`src/rtl/formal_chk_pkg.sv`:
```
// Shared definitions for the formal output checker: FSM state encoding,
// default parameter values and the "no error seen" sentinel index.
package formal_chk_pkg;

   localparam int unsigned DEF_WIDTH       = 1;
   localparam int unsigned DEF_SKIP_CYCLES = 1;
   localparam int unsigned DEF_RUN_CYCLES  = 4;
   localparam int unsigned DEF_CNT_W       = 16;

   // Width of the compare-cycle index and first-error capture
   localparam int unsigned IDX_W = 16;
   localparam logic [IDX_W-1:0] NO_ERR_IDX = 16'hFFFF;

   typedef enum logic [2:0] {
      ST_IDLE  = 3'd0,
      ST_SKIP  = 3'd1,
      ST_CHECK = 3'd2,
      ST_DRAIN = 3'd3,
      ST_DONE  = 3'd4
   } state_e;

endpackage

```
`src/rtl/chk_sat_counter.sv`:
```
// Saturating up-counter with synchronous clear.
// Ports: clk, reset (sync, active-high), clr_i (sync clear), inc_i (count
// enable), count_o (current value, sticks at all-ones).
module chk_sat_counter
   import formal_chk_pkg::*;
#(
   parameter int unsigned W = DEF_CNT_W
) (
   input  logic         clk,
   input  logic         reset,
   input  logic         clr_i,
   input  logic         inc_i,
   output logic [W-1:0] count_o
);

   logic [W-1:0] count_q;
   logic [W-1:0] count_d;

   // Clear wins over increment; increment stops at the maximum value
   always_comb begin
      count_d = count_q;
      if (clr_i) begin
         count_d = '0;
      end else if (inc_i && (count_q != {W{1'b1}})) begin
         count_d = count_q + W'(1);
      end
   end

   always_ff @(posedge clk) begin
      if (reset) begin
         count_q <= '0;
      end else begin
         count_q <= count_d;
      end
   end

   assign count_o = count_q;

endmodule

```
`config.mk`:
```
export PLATFORM = sky130hd
export DESIGN_NAME = chk_sat_counter
export DESIGN_NICKNAME = d
export VERILOG_FILES = /design/src/rtl/formal_chk_pkg.sv /design/src/rtl/chk_sat_counter.sv
export SDC_FILE = /design/constraint.sdc
export NUM_CORES = 1
export LEC_CHECK = 0
export CAP_MARGIN = 15
export CORE_UTILIZATION = 40
export DETAILED_ROUTE_END_ITERATION = 12
export HOLD_SLACK_MARGIN = 0.12
export PLACE_DENSITY = 0.72
export SETUP_SLACK_MARGIN = 0.3
export SYNTH_ARGS = -nofsm -noshare
export SYNTH_HDL_FRONTEND = slang
export SYNTH_SLANG_ARGS = --single-unit
```
`constraint.sdc`:
```
create_clock -name clk -period 2.4 [get_ports clk]
set_input_delay 0.36 -clock clk [delete_from_list [all_inputs] [get_ports clk]]
set_output_delay 0.36 -clock clk [all_outputs]
set_load 0.02 [all_outputs]
```
==> results.rst, run 1 <==
.. list-table::
   :header-rows: 1

   * - Metric
     - Value
   * - Outcome
     - finished clean
   * - Antenna cells
     - 0
   * - Post-cts resize count
     - 0
   * - Count of H-tree levels built during CTS
     - 1
   * - Detailed-router iteration count before antenna repair
     - 4
   * - Area enclosed by the die boundary
     - 2490 sq um
   * - CTS Buf Count
     - 3
   * - Util after Layout
     - 54.7%
   * - Routed WL
     - 2.01 mm
   * - Max FFs per register
     - 16
   * - Endpoints failing setup
     - 0
   * - Hold slack final
     - 0.508 ns
   * - Combinational share of power
     - 5.9%
   * - Primary flip-flop cell chosen by synthesis mapping
     - sky130_fd_sc_hd__dfxtp_1
   * - Dominant cells by area after synthesis
     - sky130_fd_sc_hd__dfxtp_1 (35%), sky130_fd_sc_hd__mux2i_1 (6.5%), sky130_fd_sc_hd__nand2_1 (5.3%)
   * - Fillcell total
     - 207
   * - Area growth, synth to finish
     - 23.1%
   * - Number of remaining DRC errors
     - 0
   * - Cell count after placement
     - 144
   * - Critical path origin
     - count_o[13]
   * - Sw Share
     - 23.2%
   * - Yosys top cell area share
     - 34.9%
   * - Floorplan core area
     - 2060 sq um
   * - HP Class
     - flop to flop
   * - Max frequency
     - 558 MHz
   * - Cells after Synth
     - 102
   * - Element type at the critical path end
     - output port
   * - Number of vias per cell after detailed routing
     - 5.72
   * - Final HPWL DP
     - 1.50 mm
   * - Number of antenna violations at the first check in global routing
     - 0
   * - Total I/O pin count
     - 20
   * - Root Buffer
     - sky130_fd_sc_hd__clkbuf_4
   * - Cell-internal power
     - 337 uW
   * - Later-pin clock latency in the skew report
     - 0.29 ns
   * - Horizontal die dimension
     - 49.9 um
   * - Most frequent cells after synthesis
     - sky130_fd_sc_hd__dfxtp_1 (16), sky130_fd_sc_hd__nand2_1 (13), sky130_fd_sc_hd__a21oi_1 (6), sky130_fd_sc_hd__mux2i_1 (6), sky130_fd_sc_hd__nand3_1 (5)
   * - Die Y-Extent
     - 49.9 um
   * - Slew HR
     - 69.6%
   * - Fin Clk Skew
     - 0.00519 ns
   * - Kind of cell adding the most delay to the critical path
     - buffers and inverters
   * - Maximum number of pins on one net before global-route repair
     - 13
   * - Worst IR drop on VDD
     - 0.000265 V
   * - Reg2reg start
     - count_o[13]
   * - Switching power total
     - 102 uW
   * - Post-synthesis area per instance
     - 8.99 sq um
   * - Clock tree from TritonCTS
     - done
   * - Required time of the critical path
     - 2.04 ns
   * - Slowest stage cell, crit path
     - sky130_fd_sc_hd__clkdlybuf4s50_1
   * - Endpoints failing hold
     - 0
   * - FFs w/ async S/R, synth
     - 0%
   * - Overall global routing resource usage
     - 19.3%
   * - Setup tns final
     - 0 ns
   * - Critical path buffer and inverter count
     - 1
   * - Leading cell type by number of instances after synthesis
     - sky130_fd_sc_hd__dfxtp_1
   * - Quantity of I/O buffers inserted on ports
     - 19
   * - Number of buffers inserted to repair setup after CTS
     - 0
   * - Category of the most critical setup path
     - flop to output port
   * - Initial core utilization
     - 44.5%
   * - WP data arrival
     - 1.43 ns
   * - Count of nets after finishing
     - 127
   * - Initial DRC Count
     - 17
   * - Min-delay src
     - count_o[5]
   * - Period utilisation layout
     - 74.7%
   * - Delay of the slowest cell on the worst path
     - 0.66 ns
   * - Number of synthesized register bits
     - 16
   * - Net Count, Synth
     - 107
   * - Global route total overflow
     - 0
   * - Transition time at the pin with the least slew margin
     - 0.455 ns
   * - Startpoint kind of the worst setup timing path
     - flop
   * - Cells along the critical path
     - clkdlybuf4s50_1
   * - Top cell type by total area after synthesis
     - sky130_fd_sc_hd__dfxtp_1
   * - Global-route wire length before repair
     - 3.62 mm
   * - Share of total power in the clock network
     - 33.1%
   * - Cell Area, Synth
     - 917 sq um
   * - CTS hold repair buffers
     - 0
   * - Number of antenna-violating nets in the routed design
     - 0
   * - Via total after detailed routing
     - 841
   * - Setup repair after global routing missed its margin
     - false
   * - Min Clock Period, post-route
     - 1.79 ns
   * - Average detailed-routed wire length per instance
     - 13.7 um
   * - Post-synth cell types
     - 36
   * - Total leakage power
     - 0.000387 uW
   * - Number of global-route vias before repair
     - 828
   * - Count of maximum capacitance violations
     - 0
   * - Fraction of layout instances using a drive strength above 1
     - 13.3%
   * - Number of cell rows
     - 16
   * - Routability cong.
     - 0.774
   * - Pwr Density
     - 389 nW/um^2
   * - Post-Layout Cell Count
     - 147
   * - Sequential area share after synthesis
     - 34.9%
   * - Pins Over Slew Limit
     - 0
   * - Warnings, synthesis
     - 0
   * - Clock edge transition at the registers on the reported setup and hold paths
     - 0.09 ns
   * - Sinks on the clock net
     - 16
   * - Largest fanout of any net on the critical path
     - 7
   * - Sequential group share of total power
     - 61.0%
   * - Number of synthesized flops with an enable pin
     - 0
   * - Maximum buffer depth of the clock tree
     - 2
==> cell usage in the layout (no fill, tap or decap), types with 4 or more instances in the layout <==
cell / instances
sky130_fd_sc_hd__clkdlybuf4s50_1: 19
sky130_fd_sc_hd__dfxtp_1: 16
sky130_fd_sc_hd__mux2i_1: 6
sky130_fd_sc_hd__nand2_1: 13
sky130_fd_sc_hd__or3_1: 4
sky130_fd_sc_hd__a21oi_1: 6
sky130_fd_sc_hd__o21ai_0: 4
sky130_fd_sc_hd__a31oi_1: 4
sky130_fd_sc_hd__nand3_1: 5
==> cell type report <==
type | instances | area [sq um] | area share [%]
clock buffer | 3 | 22.5 | 2.00
tap | 27 | 33.8 | 2.99
inverter | 1 | 3.75 | 0.333
sequential | 16 | 320 | 28.4
multi-input combinational | 80 | 551 | 48.8
timing repair buffer | 20 | 198 | 17.5
==> per-layer routing <==
layer / up-vias / part of all wire (%) / track usage [%]
li1: 431 / - / -
met1: 391 / 46 / 22.7
met2: 15 / 49 / 32.7
met3: 4 / 3.9 / 6.48
met4: 0 / 1.3 / 5.71
met5: - / 0 / 0
==> metrics by stage <==
stage / setup slack [ns] / cell area [sq um] / power, uW
after global routing: 0.537 / 1130 / 460
after floorplan: 0.813 / 917 / 287
after CTS: 0.587 / 1130 / 446
final: 0.607 / 1130 / 439
after global placement: 0.529 / 1110 / 300
after detailed placement: 0.497 / 1110 / 300
==> worst paths after layout <==
check	end	slack, ns	cells after the start
min reg2reg	count_o[5]	0.51	2
max	count_o[13]	0.61	1
max reg2reg	count_o[0]	0.72	4
min	count_o[5]	0.51	2
==> kinds of logic after synthesis <==
family / share of synthesized area [%]
multiplexers: 6.55
adder cells (fa/ha/maj): 1.36
buffers and inverters: 5.05
AND/OR/NAND/NOR: 31.5
AO/OA/AOI/OAI: 20.6
flip-flops: 34.9
==> power groups by stage <==
stage          sequential [uW]  combinational, uW  clock, uW
5_1_grt                    269               28.8        163
2_1_floorplan              275               11.8          0
3_3_place_gp               274               25.7          0
4_1_cts                    268               26.1        152
3_5_place_dp               274               26.0          0
6_report                   268               25.9        145
(Power assumes the default switching activity.)
==> inputs of run 2 (changes only) <==
==> constraint.sdc (replaced) <==
create_clock -name clk -period 1.8 [get_ports clk]
set_input_delay 0.27 -clock clk [delete_from_list [all_inputs] [get_ports clk]]
set_output_delay 0.27 -clock clk [all_outputs]
set_load 0.02 [all_outputs]
==> results.rst, run 2 (synthesis results as in run 1) <==
.. list-table::
   :header-rows: 1

   * - Metric
     - Value
   * - Overall global routing resource usage
     - 19.4% (was 19.3%)
   * - Min-delay src
     - count_o[4] (was count_o[5])
   * - Max FFs per register
     - 16 (unchanged)
   * - Fin Clk Skew
     - 0.00437 ns (was 0.00519 ns)
   * - Number of remaining DRC errors
     - 0 (unchanged)
   * - Clock edge transition at the registers on the reported setup and hold paths
     - 0.09 ns (about the same)
   * - Area growth, synth to finish
     - 32.9% (was 23.1%)
   * - Detailed-router iteration count before antenna repair
     - 4 (unchanged)
   * - Clock tree from TritonCTS
     - done (unchanged)
   * - Critical path origin
     - count_o[0] (was count_o[13])
   * - Pwr Density
     - 485 nW/um^2 (was 389 nW/um^2)
   * - Worst reg2reg setup slack
     - 0.31 ns (was 0.72 ns)
   * - Element type at the critical path end
     - flop (was output port)
   * - Final instance area
     - 1220 sq um (was 1130 sq um)
   * - Fillcell total
     - 193 (was 207)
   * - Number of vias per cell after detailed routing
     - 5.62 (was 5.72)
   * - Placed cell area
     - 1160 sq um (was 1110 sq um)
   * - Layer carrying the most global-route usage
     - met2 (unchanged)
   * - Count of nets after finishing
     - 138 (was 127)
   * - Setup tns final
     - 0 ns (unchanged)
   * - Transition time at the pin with the least slew margin
     - 0.258 ns (was 0.455 ns)
   * - Number of global-route vias before repair
     - 808 (was 828)
   * - Largest fanout of any net on the critical path
     - 5 (was 7)
   * - HP Class
     - flop to flop (unchanged)
   * - Count of maximum capacitance violations
     - 0 (unchanged)
   * - WP data arrival
     - 1.72 ns (was 1.43 ns)
   * - Min-Delay Path Depth
     - 1 (was 2)
   * - Sequential cell area
     - 330 sq um (was 320 sq um)
   * - Global route total overflow
     - 0 (unchanged)
   * - Number of antenna violations at the first check in global routing
     - 0 (unchanged)
   * - Final HPWL DP
     - 1.52 mm (was 1.50 mm)
   * - Category of the most critical setup path
     - flop to flop (was flop to output port)
   * - Total leakage power
     - 0.000520 uW (was 0.000387 uW)
   * - Period utilisation layout
     - 83.0%
   * - Maximum buffer depth of the clock tree
     - 2 (unchanged)
   * - Routability cong.
     - 0.757 (was 0.774)
   * - Critical path endpoint
     - count_o[10] (was count_o[13])
   * - Top library cells by usage in the layout, fill and taps aside
     - sky130_fd_sc_hd__dlygate4sd2_1 (16), sky130_fd_sc_hd__nand2_1 (13), sky130_fd_sc_hd__buf_4 (12) (was sky130_fd_sc_hd__clkdlybuf4s50_1 (19), sky130_fd_sc_hd__dfxtp_1 (16), sky130_fd_sc_hd__nand2_1 (13))
   * - Routing usage on met3
     - 3.70% (was 6.48%)
   * - Count of H-tree levels built during CTS
     - 1 (unchanged)
   * - Number of cells on the worst reg-to-reg path
     - 5 (was 4)
   * - Leading cell type in the layout, fill and taps excluded
     - sky130_fd_sc_hd__dlygate4sd2_1 (was sky130_fd_sc_hd__clkdlybuf4s50_1)
   * - Fraction of layout instances using a drive strength above 1
     - 28.2% (was 13.3%)
   * - Routed WL
     - 2.03 mm (was 2.01 mm)
   * - Number of antenna-violating nets in the routed design
     - 0 (unchanged)
   * - Reg2reg start
     - count_o[0] (was count_o[13])
   * - Area enclosed by the die boundary
     - 2490 sq um (unchanged)
   * - Number of cell rows
     - 16 (unchanged)
   * - Setup repair after global routing missed its margin
     - true (was false)
   * - Area used by multi-input combinational logic
     - 568 sq um (was 551 sq um)
   * - Startpoint kind of the worst setup timing path
     - flop (unchanged)
   * - CTS Buf Count
     - 3 (unchanged)
   * - Quantity of I/O buffers inserted on ports
     - 19 (unchanged)
   * - Required time of the critical path
     - 2.02 ns (was 2.04 ns)
   * - Global-route wire length before repair
     - 3.68 mm (was 3.62 mm)
   * - Antenna cells
     - 0 (unchanged)
   * - Min Clock Period, post-route
     - 1.49 ns
   * - Routing usage on met1
     - 24.9% (was 22.7%)
   * - Horizontal die dimension
     - 49.9 um (unchanged)
   * - Total I/O pin count
     - 20 (unchanged)
   * - Root Buffer
     - sky130_fd_sc_hd__clkbuf_4 (unchanged)
   * - Endpoints failing hold
     - 0 (unchanged)
   * - CTS hold repair buffers
     - 0 (unchanged)
   * - Initial core utilization
     - 44.5% (unchanged)
   * - Slew HR
     - 82.7% (was 69.6%)
   * - Initial DRC Count
     - 12 (was 17)
   * - Pins Over Slew Limit
     - 0 (unchanged)
   * - Reg-to-Reg End
     - count_o[10] (was count_o[0])
   * - Max frequency
     - 670 MHz
   * - Outcome
     - finished clean (unchanged)
   * - GR Layer Usage met2
     - 31.8% (was 32.7%)
   * - Floorplan core area
     - 2060 sq um (unchanged)
   * - Maximum number of pins on one net before global-route repair
     - 13 (unchanged)
   * - Worst IR drop on VDD
     - 0.000410 V (was 0.000265 V)
   * - Average detailed-routed wire length per instance
     - 12.9 um (was 13.7 um)
   * - Later-pin clock latency in the skew report
     - 0.28 ns (was 0.29 ns)
   * - Endpoints failing setup
     - 0 (unchanged)
   * - Die Y-Extent
     - 49.9 um (unchanged)
   * - Sinks on the clock net
     - 16 (unchanged)
   * - Via total after detailed routing
     - 888 (was 841)
## run 2: metrics by stage
stage	util (%)	instances	hold WS, ns	setup WS, ns	power (uW)
2_1_floorplan	-	102	0.442	0.321	383
3_3_place_gp	56.3	151	0.474	0.0582	408
3_5_place_dp	56.3	151	0.489	0.00441	409
4_1_cts	58.4	158	0.509	0.307	598
5_1_grt	59.1	158	0.526	0.253	618
6_report	59.1	158	0.501	0.307	591
## run 2: metal layers
layer  wire (um)  vias up  part of all wire [%]
li1            -      447                     -
met1        1020      427                    50
met2         963       12                    47
met3          40        2                   2.0
met4          10        0                  0.49
met5           0        -                     0
## run 2: layout make-up
| class | instances | area share, % |
|---|---|---|
| Multi-Input combinational cell | 80 | 46.6 |
| Inverter | 1 | 0.308 |
| Sequential cell | 16 | 27.1 |
| Tap cell | 27 | 2.77 |
| Timing Repair Buffer | 31 | 21.4 |
| Clock buffer | 3 | 1.85 |
## run 2: what timing repair did
item | 4_1_cts | 5_1_grt
buffers inserted | 4 | 0
gates cloned | 0 | 0
resized for setup | 21 | 6
setup endpoints to repair | 20 | 6
## run 2: power by group
part	switching, uW	internal [uW]
combinational	21.1	26.1
sequential	1.37	355
clock	110	77.7
total	133	458
## run 2: critical path, stage by stage (launching register included)
cell and delay (ns):
sky130_fd_sc_hd__dfxtp_4 0.36, sky130_fd_sc_hd__ha_2 0.19, sky130_fd_sc_hd__and4_4 0.25, sky130_fd_sc_hd__nand3_1 0.12
sky130_fd_sc_hd__or3_1 0.36, sky130_fd_sc_hd__a21oi_1 0.14
## run 2: worst min-delay path by stage
stage | endpoint | slack [ns]
finish | count_o[4] | 0.50
global route | count_o[9] | 0.53
CTS | count_o[5] | 0.51
detailed placement | count_o[1] | 0.49
global placement | count_o[1] | 0.47
floorplan | count_o[0] | 0.44
